**config.mk**
```make
export PLATFORM = sky130hd
export DESIGN_NAME = vram_arbiter
export DESIGN_NICKNAME = d
export VERILOG_FILES = /design/src/rtl/vram_arbiter.sv
export SDC_FILE = /design/constraint.sdc
export NUM_CORES = 1
export LEC_CHECK = 0
export ABC_AREA = 1
export BUFFER_PORTS_ARGS = -buffer_cell sky130_fd_sc_hd__buf_2
export CAP_MARGIN = 25
export CORE_AREA = 2 2 128 130
export CTS_CLUSTER_DIAMETER = 100
export DETAILED_ROUTE_END_ITERATION = 16
export DIE_AREA = 0 0 130 132
export GPL_TIMING_DRIVEN = 0
export PLACE_DENSITY = 0.89
export SYNTH_ARGS = -nofsm -noshare
export SYNTH_HDL_FRONTEND = slang
export SYNTH_SLANG_ARGS = --single-unit
```
**constraint.sdc**
```tcl
create_clock -name clk -period 2.8 [get_ports clk]
set_input_delay 0.28 -clock clk [delete_from_list [all_inputs] [get_ports clk]]
set_output_delay 0.28 -clock clk [all_outputs]
set_load 0.05 [all_outputs]
```
**src/rtl/vram_arbiter.sv**
```systemverilog
// Shares one QSPI VRAM controller between display refill reads, CPU reads and
// posted CPU writes; writes are buffered in a small FIFO and drained in order.
module vram_arbiter #(
    parameter int unsigned ADDR_WIDTH     = 16,
    parameter int unsigned DATA_WIDTH     = 16,
    parameter int unsigned FIFO_DEPTH     = 4,
    parameter int unsigned DISP_BURST_MAX = 4
) (
    input  logic                  clk,
    input  logic                  reset,
    input  logic                  disp_req,
    input  logic [ADDR_WIDTH-1:0] disp_addr,
    output logic                  disp_valid,
    output logic [DATA_WIDTH-1:0] disp_data,
    input  logic                  cpu_rd_req,
    input  logic [ADDR_WIDTH-1:0] cpu_rd_addr,
    output logic                  cpu_rd_valid,
    output logic [DATA_WIDTH-1:0] cpu_rd_data,
    input  logic                  cpu_wr_req,
    input  logic [ADDR_WIDTH-1:0] cpu_wr_addr,
    input  logic [DATA_WIDTH-1:0] cpu_wr_data,
    output logic                  cpu_wr_full,
    output logic                  mem_start,
    output logic                  mem_we,
    output logic [ADDR_WIDTH-1:0] mem_addr,
    output logic [DATA_WIDTH-1:0] mem_wdata,
    input  logic                  mem_busy,
    input  logic                  mem_done,
    input  logic [DATA_WIDTH-1:0] mem_rdata
);
    localparam int unsigned PtrW   = $clog2(FIFO_DEPTH);
    localparam int unsigned CntW   = PtrW + 1;
    localparam int unsigned BurstW = $clog2(DISP_BURST_MAX + 1);

    localparam logic [CntW-1:0]   FifoFull = CntW'(FIFO_DEPTH);
    localparam logic [BurstW-1:0] BurstMax = BurstW'(DISP_BURST_MAX);

    localparam logic [1:0] StIdle  = 2'd0;
    localparam logic [1:0] StIssue = 2'd1;
    localparam logic [1:0] StWait  = 2'd2;

    localparam logic [1:0] OwnDisp = 2'd0;
    localparam logic [1:0] OwnCpu  = 2'd1;
    localparam logic [1:0] OwnWr   = 2'd2;

    logic [1:0]            state_q, state_d;
    logic [1:0]            owner_q, owner_d;
    logic                  mem_we_q, mem_we_d;
    logic [ADDR_WIDTH-1:0] mem_addr_q, mem_addr_d;
    logic [DATA_WIDTH-1:0] mem_wdata_q, mem_wdata_d;

    logic [ADDR_WIDTH+DATA_WIDTH-1:0] fifo_mem [0:FIFO_DEPTH-1];
    logic [PtrW-1:0]       wr_ptr_q, rd_ptr_q;
    logic [CntW-1:0]       count_q, count_d;
    logic                  full_q;
    logic [ADDR_WIDTH-1:0] head_addr;
    logic [DATA_WIDTH-1:0] head_data;
    logic                  push, fifo_empty;

    logic [BurstW-1:0]     burst_q, burst_d;
    logic                  disp_inflight_q, cpu_inflight_q;
    logic                  disp_valid_q, cpu_valid_q;
    logic [DATA_WIDTH-1:0] disp_data_q, cpu_data_q;

    logic                  grant_wr, grant_disp, grant_cpu;
    logic                  done_here, disp_done, cpu_done;

    assign push       = cpu_wr_req && !full_q;
    assign fifo_empty = (count_q == '0);
    assign {head_addr, head_data} = fifo_mem[rd_ptr_q];

    assign done_here = (state_q == StWait) && mem_done;
    assign disp_done = done_here && (owner_q == OwnDisp);
    assign cpu_done  = done_here && (owner_q == OwnCpu);

    // CPU reads wait for an empty FIFO so they always observe earlier writes.
    always_comb begin
        grant_wr   = 1'b0;
        grant_disp = 1'b0;
        grant_cpu  = 1'b0;
        if (state_q == StIdle) begin
            if (full_q && (burst_q == BurstMax)) begin
                grant_wr = 1'b1;
            end else if (disp_req && !disp_inflight_q) begin
                grant_disp = 1'b1;
            end else if (!fifo_empty) begin
                grant_wr = 1'b1;
            end else if (cpu_rd_req && !cpu_inflight_q) begin
                grant_cpu = 1'b1;
            end
        end
    end

    always_comb begin
        state_d     = state_q;
        owner_d     = owner_q;
        mem_we_d    = mem_we_q;
        mem_addr_d  = mem_addr_q;
        mem_wdata_d = mem_wdata_q;
        mem_start   = 1'b0;
        unique case (state_q)
            StIdle: begin
                if (grant_wr) begin
                    owner_d     = OwnWr;
                    mem_we_d    = 1'b1;
                    mem_addr_d  = head_addr;
                    mem_wdata_d = head_data;
                    state_d     = StIssue;
                end else if (grant_disp) begin
                    owner_d     = OwnDisp;
                    mem_we_d    = 1'b0;
                    mem_addr_d  = disp_addr;
                    mem_wdata_d = '0;
                    state_d     = StIssue;
                end else if (grant_cpu) begin
                    owner_d     = OwnCpu;
                    mem_we_d    = 1'b0;
                    mem_addr_d  = cpu_rd_addr;
                    mem_wdata_d = '0;
                    state_d     = StIssue;
                end
            end
            StIssue: begin
                if (!mem_busy) begin
                    mem_start = 1'b1;
                    state_d   = StWait;
                end
            end
            StWait: begin
                if (mem_done) begin
                    state_d = StIdle;
                end
            end
            default: state_d = StIdle;
        endcase
    end

    always_comb begin
        count_d = count_q;
        if (push && !grant_wr) begin
            count_d = count_q + CntW'(1);
        end else if (!push && grant_wr) begin
            count_d = count_q - CntW'(1);
        end
    end

    // The burst cap only matters while the FIFO stays full.
    always_comb begin
        burst_d = burst_q;
        if (grant_wr || !full_q) begin
            burst_d = '0;
        end else if (grant_disp && (burst_q != BurstMax)) begin
            burst_d = burst_q + BurstW'(1);
        end
    end

    always_ff @(posedge clk) begin
        if (reset) begin
            state_q         <= StIdle;
            owner_q         <= OwnDisp;
            mem_we_q        <= 1'b0;
            mem_addr_q      <= '0;
            mem_wdata_q     <= '0;
            wr_ptr_q        <= '0;
            rd_ptr_q        <= '0;
            count_q         <= '0;
            full_q          <= 1'b0;
            burst_q         <= '0;
            disp_inflight_q <= 1'b0;
            cpu_inflight_q  <= 1'b0;
            disp_valid_q    <= 1'b0;
            cpu_valid_q     <= 1'b0;
            disp_data_q     <= '0;
            cpu_data_q      <= '0;
        end else begin
            state_q     <= state_d;
            owner_q     <= owner_d;
            mem_we_q    <= mem_we_d;
            mem_addr_q  <= mem_addr_d;
            mem_wdata_q <= mem_wdata_d;
            count_q     <= count_d;
            full_q      <= (count_d == FifoFull);
            burst_q     <= burst_d;
            if (push) begin
                wr_ptr_q <= wr_ptr_q + PtrW'(1);
            end
            if (grant_wr) begin
                rd_ptr_q <= rd_ptr_q + PtrW'(1);
            end
            // Flags drop on mem_done, so they are already clear in the valid cycle.
            if (grant_disp) begin
                disp_inflight_q <= 1'b1;
            end else if (disp_done) begin
                disp_inflight_q <= 1'b0;
            end
            if (grant_cpu) begin
                cpu_inflight_q <= 1'b1;
            end else if (cpu_done) begin
                cpu_inflight_q <= 1'b0;
            end
            disp_valid_q <= disp_done;
            cpu_valid_q  <= cpu_done;
            if (disp_done) begin
                disp_data_q <= mem_rdata;
            end
            if (cpu_done) begin
                cpu_data_q <= mem_rdata;
            end
        end
    end

    always_ff @(posedge clk) begin
        if (push) begin
            fifo_mem[wr_ptr_q] <= {cpu_wr_addr, cpu_wr_data};
        end
    end

    assign mem_we       = mem_we_q;
    assign mem_addr     = mem_addr_q;
    assign mem_wdata    = mem_wdata_q;
    assign cpu_wr_full  = full_q;
    assign disp_valid   = disp_valid_q;
    assign disp_data    = disp_data_q;
    assign cpu_rd_valid = cpu_valid_q;
    assign cpu_rd_data  = cpu_data_q;

endmodule

```
# Word level (Yosys, flattened, before mapping)
# Memories as Yosys holds them, arrays and structs flattened. A register that Yosys moved wholly into a read port is not among the register bits.
# Cells that the tools add are included.
# op_classes
reduce_logical,25
addsub,5
eq_ne,9
n_mux,41
# op_table
op,count
$mux W16,6
$mux W1,23
$mux W2,9
$logic_and A1 B1 Y1,10
$add A3 B1 Y3 const B,2
$eq A3 B3 Y1 const B,2
$mux W3,2
$pmux W2 S3,1
$logic_not A1 Y1,5
$add A2 B1 Y2 const B,2
$eq A2 B1 Y1 const B,2
$logic_not A2 Y1,2
$ne A2 B2 Y1 const B,2
$ne A4 B4 Y1 const B,1
$reduce_bool A2 Y1,2
$logic_not A3 Y1,1
$ne A3 B3 Y1 const B,1
$reduce_and A3 Y1,1
$reduce_bool A3 Y1,1
$sub A3 B1 Y3 const B,1
$eq A2 B2 Y1 const B,1
$reduce_and A2 Y1,1
$reduce_or A2 Y1,1
$logic_or A1 B1 Y1,1
# totals
reg_bits,84
mem_count,1
output_inout_bits,69
in_bits,87
wordCells,97
ram_bits,128
# mem_list
name,words,width,rd,rd_clocked_by_memory_dff,wr,line_no,text
fifo_mem,4,32,1,1,1,52,logic [ADDR_WIDTH+DATA_WIDTH-1:0] fifo_mem [0:FIFO_DEPTH-1];

# Longest topological paths before layout
# Gate-level depths: netlist of the first run.
# depth
word_depth,11
ltp_mapped,13
ltp_nobuf,13

# Worst setup path after synthesis of the first run
# Ideal clock, no wire load.
# synth_path
path_type,reg2reg
startpoint,"register full_q, in the netlist cpu_wr_full"
endpoint,memory fifo_mem[0][0] (netlist name) (enable)
setup_slack_ns,0.171
period_less_slack_ns,2.629
setup_time_ns,0.421
arrival_time_ns,2.208
stages_incl_launch_ff,5
required_time_ns,2.379
n_path_buf,1
cell_sequence,dfxtp_1 -> inv_1 -> nand2_1 -> clkbuf_1 -> nor2_1
# synth_via
elab_chain_len,4
# synth_rtl
item,line_no,text
from (decl),55,logic full_q;
from (signal assigned),182,full_q <= (count_d == FifoFull);
$logic_not A1 Y1,68,assign push = cpu_wr_req && !full_q;
$logic_and A1 B1 Y1,68,
$mux W1,213,if (push) begin
$mux W1 (implied by the code),214,"fifo_mem[wr_ptr_q] <= {cpu_wr_addr, cpu_wr_data};"
to (decl),52,
# Every way passes these cells.

# Final worst setup path of the first run
# layout_path
startpoint,"register full_q, in the netlist cpu_wr_full"
endpoint,"register full_q, in the netlist cpu_wr_full"
# layout_via
elab_chain_len,7
word_cells_on_any_way,12
cone_classes,eq/ne: 1; mux: 4; reduce/logical: 7
# layout_rtl
item,line_no,text
$logic_and A1 B1 Y1 / $logic_not A1 Y1 (equally long branches),"82, 68",
$mux W1 / $logic_and A1 B1 Y1 (equally long branches),"82, 68",
$mux W1 / $logic_not A1 Y1 (equally long branches),"81, 142",
$logic_and A1 B1 Y1 / $logic_not A1 Y1 (equally long branches),"142, 140",
$mux W3 / $logic_and A1 B1 Y1 (equally long branches),"142, 140",
$mux W3 (*),140,if (push && !grant_wr) begin
$eq A3 B3 Y1 (*),182,
# Mark *: on every way between the ends. The rest lies on a longest branch, timed or not.
# A chain may end at the register's enable or synchronous reset.

==> qor.yml, run 1 <==
cp-start-kind: "flop"
ctsLongestPathBuffers: 3
worstPathArrival_ns: 2.37
drt_iter0_drc: 752
status: "completed"
cpPeakStageDelay_ns: 0.60
crit_family: "simple AND/OR/NAND/NOR gates"
postSynthNetCount: 960
placed_cells: 1238
ys_async_sr_fraction: 0
multiInputGateArea_sq_um: 2580
fin_cells: 1309
synth_top_area_frac: 0.448
fp.dieW_um: 130
yosysWarnings: 0
grt-ovfl-total: 0
port_buffers: 154
period_needed_ns: 1.97
drc: 0
finalSetupViolCount: 0
cpMostUsedCell: "nand2_1"
path_cells: "inv_1 -> nand2_1 -> clkbuf_1 -> nand3_1 -> nand2_1 -> nand2_1 -> nand2_1 -> inv_1 -> nand2_1 -> nor2_1"
syn_to_final_growth_pct: 26.1
dr.pass1.iters: 5
critPathBufInv: 3
path_clk_slew_ns: 0.06
htreeDepth: 1
p_per_area_nw_per_um2: 924
ys_types: 31
path_max_fanout: 10
synth_edf_count: 128
critPathKind: "reg -> reg"
p_total_mw: 9.98
finalWirelength_um: 21200
synth-seq-cells: 213
yosys-top-cells-area: "edfxtp_1 45%, dfxtp_1 20%, nor2_1 7.5%"
numCtsBuffers: 22
tightest_slew_ns: 0.771
yosysSeqAreaShare: 0.647
initial_core_util: 0.545
via_per_inst: 5.37
required_ns: 3.20
antenna_cells: 0
cp-end-kind: "flop"
track_usage: 0.245
synth_cells: 864
grt_pass1_vias: 6812
drtAntennaViolNets: 0
grt_max_degree: 33
cp_slowest_cell: "clkbuf_1"
fin_nets: 1173
io_pins: 156
cts_tree: "done"
clock-root-buffer: "clkbuf_16"
vdd_drop_max_mv: 0.531
max-cap-violations: 0
fillers: 1127
hold_path.class: "in -> reg"
skew_ns: 0.0209
netlist_area_sq_um: 8570
wl_per_cell_um: 16.2
clk_latency_ns: 0.52
hold_viol: 0
slew_headroom: 0.486
antenna_found_initial: 0
synth_area_leader_cell: "edfxtp_1"
cts.sinks: 213
fmax_ghz: 0.508
synth.top_cells.by_count: "172 x nor2_1, 128 x edfxtp_1, 119 x nand2_1"
rsz0062_at_grt: "false"
drive_above_1_share: 0.210
register_area_sq_um: 5550
synth_top_flop_cell: "edfxtp_1"
drv_slew: 0
post-dp-hpwl_um: 14100
fp-row-count: 46
die_y_um: 132
yosysMostFrequentCell: "nor2_1"
fin_crit_sh: 0.703
fp.dieArea_sq_um: 17200
synth_area_per_cell_sq_um: 9.92
grt_pass1_wl_um: 33400
gp_congestion: 0.896
core_area_sq_um: 15700
num_vias: 7026
leakage_nw: 4.46
[cell usage in the layout, fill, tap and decap left out, types with 2 or more instances in the layout]
cell type,instances
buf_6,3
o21ai_0,102
nand3_1,8
nor2_4,5
buf_2,168
clkbuf_16,22
nor3_1,2
bufinv_16,3
inv_2,6
nor2_1,168
nand4_4,2
dlygate4sd3_1,31
inv_1,57
nand2_1,119
buf_12,3
o22ai_1,32
dfxtp_1,85
ha_1,9
clkbuf_1,40
buf_1,2
edfxtp_1,128
clkbuf_8,4
clkinv_2,3
nand4_1,35
a21oi_1,26
nand4_2,2
o21ai_1,16
[kinds of logic (layout without fill, tap and decap cells)]
kind of cell	count (synthesis)	in the layout	synth area share
buf+inv	116	345	0.0559
simple gates	348	348	0.175
flops	213	213	0.647
fa+ha+maj	9	9	0.0131
compound gates	178	178	0.109
[per-stage QoR]
step | setup TNS, ns | worst slack [ns] | hold slack, ns | util | area (sq um)
after floorplan | 0 | 0.171 | 0.379 | - | 8570
after global placement | -70.34 | -0.597 | 0.450 | 0.612 | 9610
after detailed placement | 0 | 0.918 | 0.466 | 0.619 | 9730
after CTS | 0 | 0.862 | 0.00518 | 0.688 | 10800
after global routing | 0 | 0.623 | 0.0152 | 0.688 | 10800
final | 0 | 0.830 | 0.0280 | 0.688 | 10800
[final timing paths]
kind	endpoint	startpoint	slack, ns	cells past startpoint
max	cpu_wr_full	cpu_wr_full	0.83	10
min	fifo_mem[3][17]	cpu_wr_addr[1]	0.03	1
max reg2reg	cpu_wr_full	cpu_wr_full	0.83	10
min reg2reg	disp_data[9]	disp_data[9]	0.48	2
[area by class of cell]
| class | count | share of cell area |
|---|---|---|
| Sequential cell | 213 | 0.513 |
| Timing Repair Buffer | 189 | 0.108 |
| Clock inverter | 7 | 0.0125 |
| Tap cell | 216 | 0.0250 |
| Inverter | 63 | 0.0219 |
| Clock buffer | 33 | 0.0585 |
| Buffer | 53 | 0.0225 |
| Multi-Input combinational cell | 535 | 0.238 |
[sequential cells by signal, indices dropped and copies added, names as in the netlist, named ones only]
register / count
wr_ptr_q: 2
cpu_rd_valid: 1
disp_valid: 1
count_q: 3
mem_wdata: 16
disp_data: 16
cpu_inflight_q: 1
state_q: 2
burst_q: 3
fifo_mem: 128
mem_addr: 16
disp_inflight_q: 1
cpu_wr_full: 1
cpu_rd_data: 16
owner_q: 2
rd_ptr_q: 2
[per-layer routing]
layer | wire length [um] | global-route usage | share of wire | vias up
met4 | 647 | 0.0950 | 0.031 | 0
met5 | 0 | 0 | 0 | -
li1 | - | - | - | 3369
met3 | 1550 | 0.0390 | 0.073 | 50
met2 | 10600 | 0.421 | 0.50 | 316
met1 | 8350 | 0.308 | 0.39 | 3291
[worst reg2reg max path, cell delays in order, from the launching register on]
cell      delay (ns)
dfxtp_1         0.40
inv_1           0.06
nand2_1         0.11
clkbuf_1        0.60
nand3_1         0.30
nand2_1         0.13
nand2_1         0.06
nand2_1         0.05
inv_1           0.05
nand2_1         0.06
nor2_1          0.04
[power breakdown]
group	switching [mW]	total, mW	internal (mW)
logic	2.23	3.09	0.869
clock network	1.17	3.02	1.85
registers	0.174	3.87	3.69
[timing repair]
action / 4_1_cts / 5_1_grt
hold buffers: 31 / 0
endpoints found under the hold margin: 120 / 0
buffers inserted: 0 / 0
resized for setup: 0 / 0
Note: power is estimated with default switching activity, not from simulation.
==> inputs of run 2 (changes only) <==
--- a/config.mk
+++ b/config.mk
@@ -8,12 +8,12 @@
 export ABC_AREA = 1
 export BUFFER_PORTS_ARGS = -buffer_cell sky130_fd_sc_hd__buf_2
 export CAP_MARGIN = 25
-export CORE_AREA = 2 2 128 130
+export CORE_AREA = 2 2 134 136
 export CTS_CLUSTER_DIAMETER = 100
 export DETAILED_ROUTE_END_ITERATION = 16
-export DIE_AREA = 0 0 130 132
+export DIE_AREA = 0 0 136 138
 export GPL_TIMING_DRIVEN = 0
-export PLACE_DENSITY = 0.89
+export PLACE_DENSITY = 0.86
 export SYNTH_ARGS = -nofsm -noshare
 export SYNTH_HDL_FRONTEND = slang
 export SYNTH_SLANG_ARGS = --single-unit
==> constraint.sdc (replaced) <==
create_clock -name clk -period 1.6 [get_ports clk]
set_input_delay 0.16 -clock clk [delete_from_list [all_inputs] [get_ports clk]]
set_output_delay 0.16 -clock clk [all_outputs]
set_load 0.05 [all_outputs]
==> qor.yml, run 2 (synthesis gave the netlist of run 1 again) <==
period_needed_ns: 1.65
path_max_fanout: 5
initial_core_util: 0.489
numCtsBuffers: 23
gp_congestion: 0.826
grt-ovfl-total: 0
fp.dieArea_sq_um: 18800
antenna_cells: 0
rsz0062_at_grt: "true"
timing.final.ws_setup_ns: -0.0474
slew_headroom: 0.623
fp.dieW_um: 136
num_vias: 7272
skew_ns: 0.0192
vdd_drop_max_mv: 1.08
dr.pass1.iters: 5
drt_iter0_drc: 669
fin_nets: 1211
cts.sinks: 213
track_usage: 0.237
cp-start-kind: "flop"
fmax_ghz: 0.607
grt_pass1_wl_um: 34900
register_area_sq_um: 5560
ctsLongestPathBuffers: 3
fillers: 1294
io_pins: 156
largest_reg_flops: 128
placed_area_sq_um: 9670
p_total_mw: 18.7
die_y_um: 138
cts_tree: "done"
cp-end-kind: "flop"
clock-root-buffer: "clkbuf_16"
antenna_found_initial: 0
fp-row-count: 49
tightest_slew_ns: 0.565
fin_cells: 1360
port_buffers: 154
worstPathArrival_ns: 2.07
drtAntennaViolNets: 0
wl_per_cell_um: 17.4
critPathKind: "reg -> reg"
drv_slew: 0
finalSetupViolCount: 3
htreeDepth: 1
clk_latency_ns: 0.54
syn_to_final_growth_pct: 35.7
multiInputGateArea_sq_um: 2790
violations: "setup timing"
fin_area_sq_um: 11600
placed_cells: 1247
required_ns: 2.02
path_clk_slew_ns: 0.06
drive_above_1_share: 0.297
max-cap-violations: 0
p_per_area_nw_per_um2: 1610
post-dp-hpwl_um: 14700
via_per_inst: 5.35
core_area_sq_um: 17500
leakage_nw: 4.83
postLayoutCoreUtil: 0.663
drc: 0
hold_path.class: "in -> reg"
grt_pass1_vias: 7013
finalWirelength_um: 23700
status: "finished, violations left"
top_register: "fifo_mem"
grt_max_degree: 33
fin_crit_sh: 1.03
hold_viol: 0
final_cell_mix: "159 x buf_2, 159 x nor2_1, 128 x edfxtp_1, 104 x nand2_1, 101 x o21ai_0"
==> run 2: cell count changes in the layout (fill, tap and decap cells not counted), sizes merged <==
cell,delta
buf,+24
dlygate4sd3,+18
clkbuf,-10
clkinv,+4
inv,+2
bufinv,-1
nor2,+1
==> run 2: cell type report <==
class,instances,area share
Buffer,50,0.0329
Clock buffer,29,0.0557
Clock inverter,12,0.0119
Inverter,63,0.0212
Multi-Input combinational cell,536,0.240
Sequential cell,213,0.478
Tap cell,229,0.0246
Timing Repair Buffer,228,0.135
==> run 2: path summary, 6_finish.rpt <==
| path | from | endpoint | slack (ns) | cells past startpoint |
|---|---|---|---|---|
| max | burst_q[1] | mem_addr[1] | -0.05 | 12 |
| min | mem_done | state_q[1] | 0.05 | 3 |
| max reg2reg | burst_q[1] | mem_addr[1] | -0.05 | 12 |
| min reg2reg | cpu_rd_data[5] | cpu_rd_data[5] | 0.48 | 2 |
==> run 2: power breakdown <==
group	switching [mW]	internal [mW]
Sequential	0.323	6.47
Combinational	4.30	2.18
Clock	2.22	3.22
Total	6.85	11.9
==> run 2: critical path, cell delays in order (launching register included) <==
cell and delay [ns]:
dfxtp_1 0.34, inv_2 0.06, ha_4 0.17, nand3_4 0.10, nand4_4 0.13, buf_6 0.16
clkbuf_16 0.15, nand2_2 0.07, o21ai_2 0.07, nand2_1 0.06, nand2_1 0.05, nor2_1 0.11
nor2_1 0.07
==> run 2: routing by layer <==
layer / vias to the layer above / share of wire / routed length (um) / track usage
met5: - / 0 / 0 / 0
met4: 0 / 0.021 / 491 / 0.0740
met3: 40 / 0.087 / 2070 / 0.0502
met2: 336 / 0.51 / 12100 / 0.421
met1: 3429 / 0.38 / 8980 / 0.287
li1: 3467 / - / - / -
==> run 2: metrics by stage <==
step,setup slack [ns],hold slack [ns],setup TNS (ns)
6_report,-0.0474,0.0544,-0.0744
5_1_grt,-0.120,0.0598,-1.46
4_1_cts,-0.293,0.0277,-31.06
3_5_place_dp,-0.375,0.377,-50.27
3_3_place_gp,-0.323,0.374,-44.45
2_1_floorplan,0.00215,0.259,0
==> run 2: timing repair <==
item                                    4_1_cts  5_1_grt
buffers inserted                              4       17
cloned                                        1        1
resized for setup                            43      118
endpoints found under the setup margin      176       79
hold endpoints to repair                    162        0
pin swaps                                     1       36
hold buffers                                 49        0
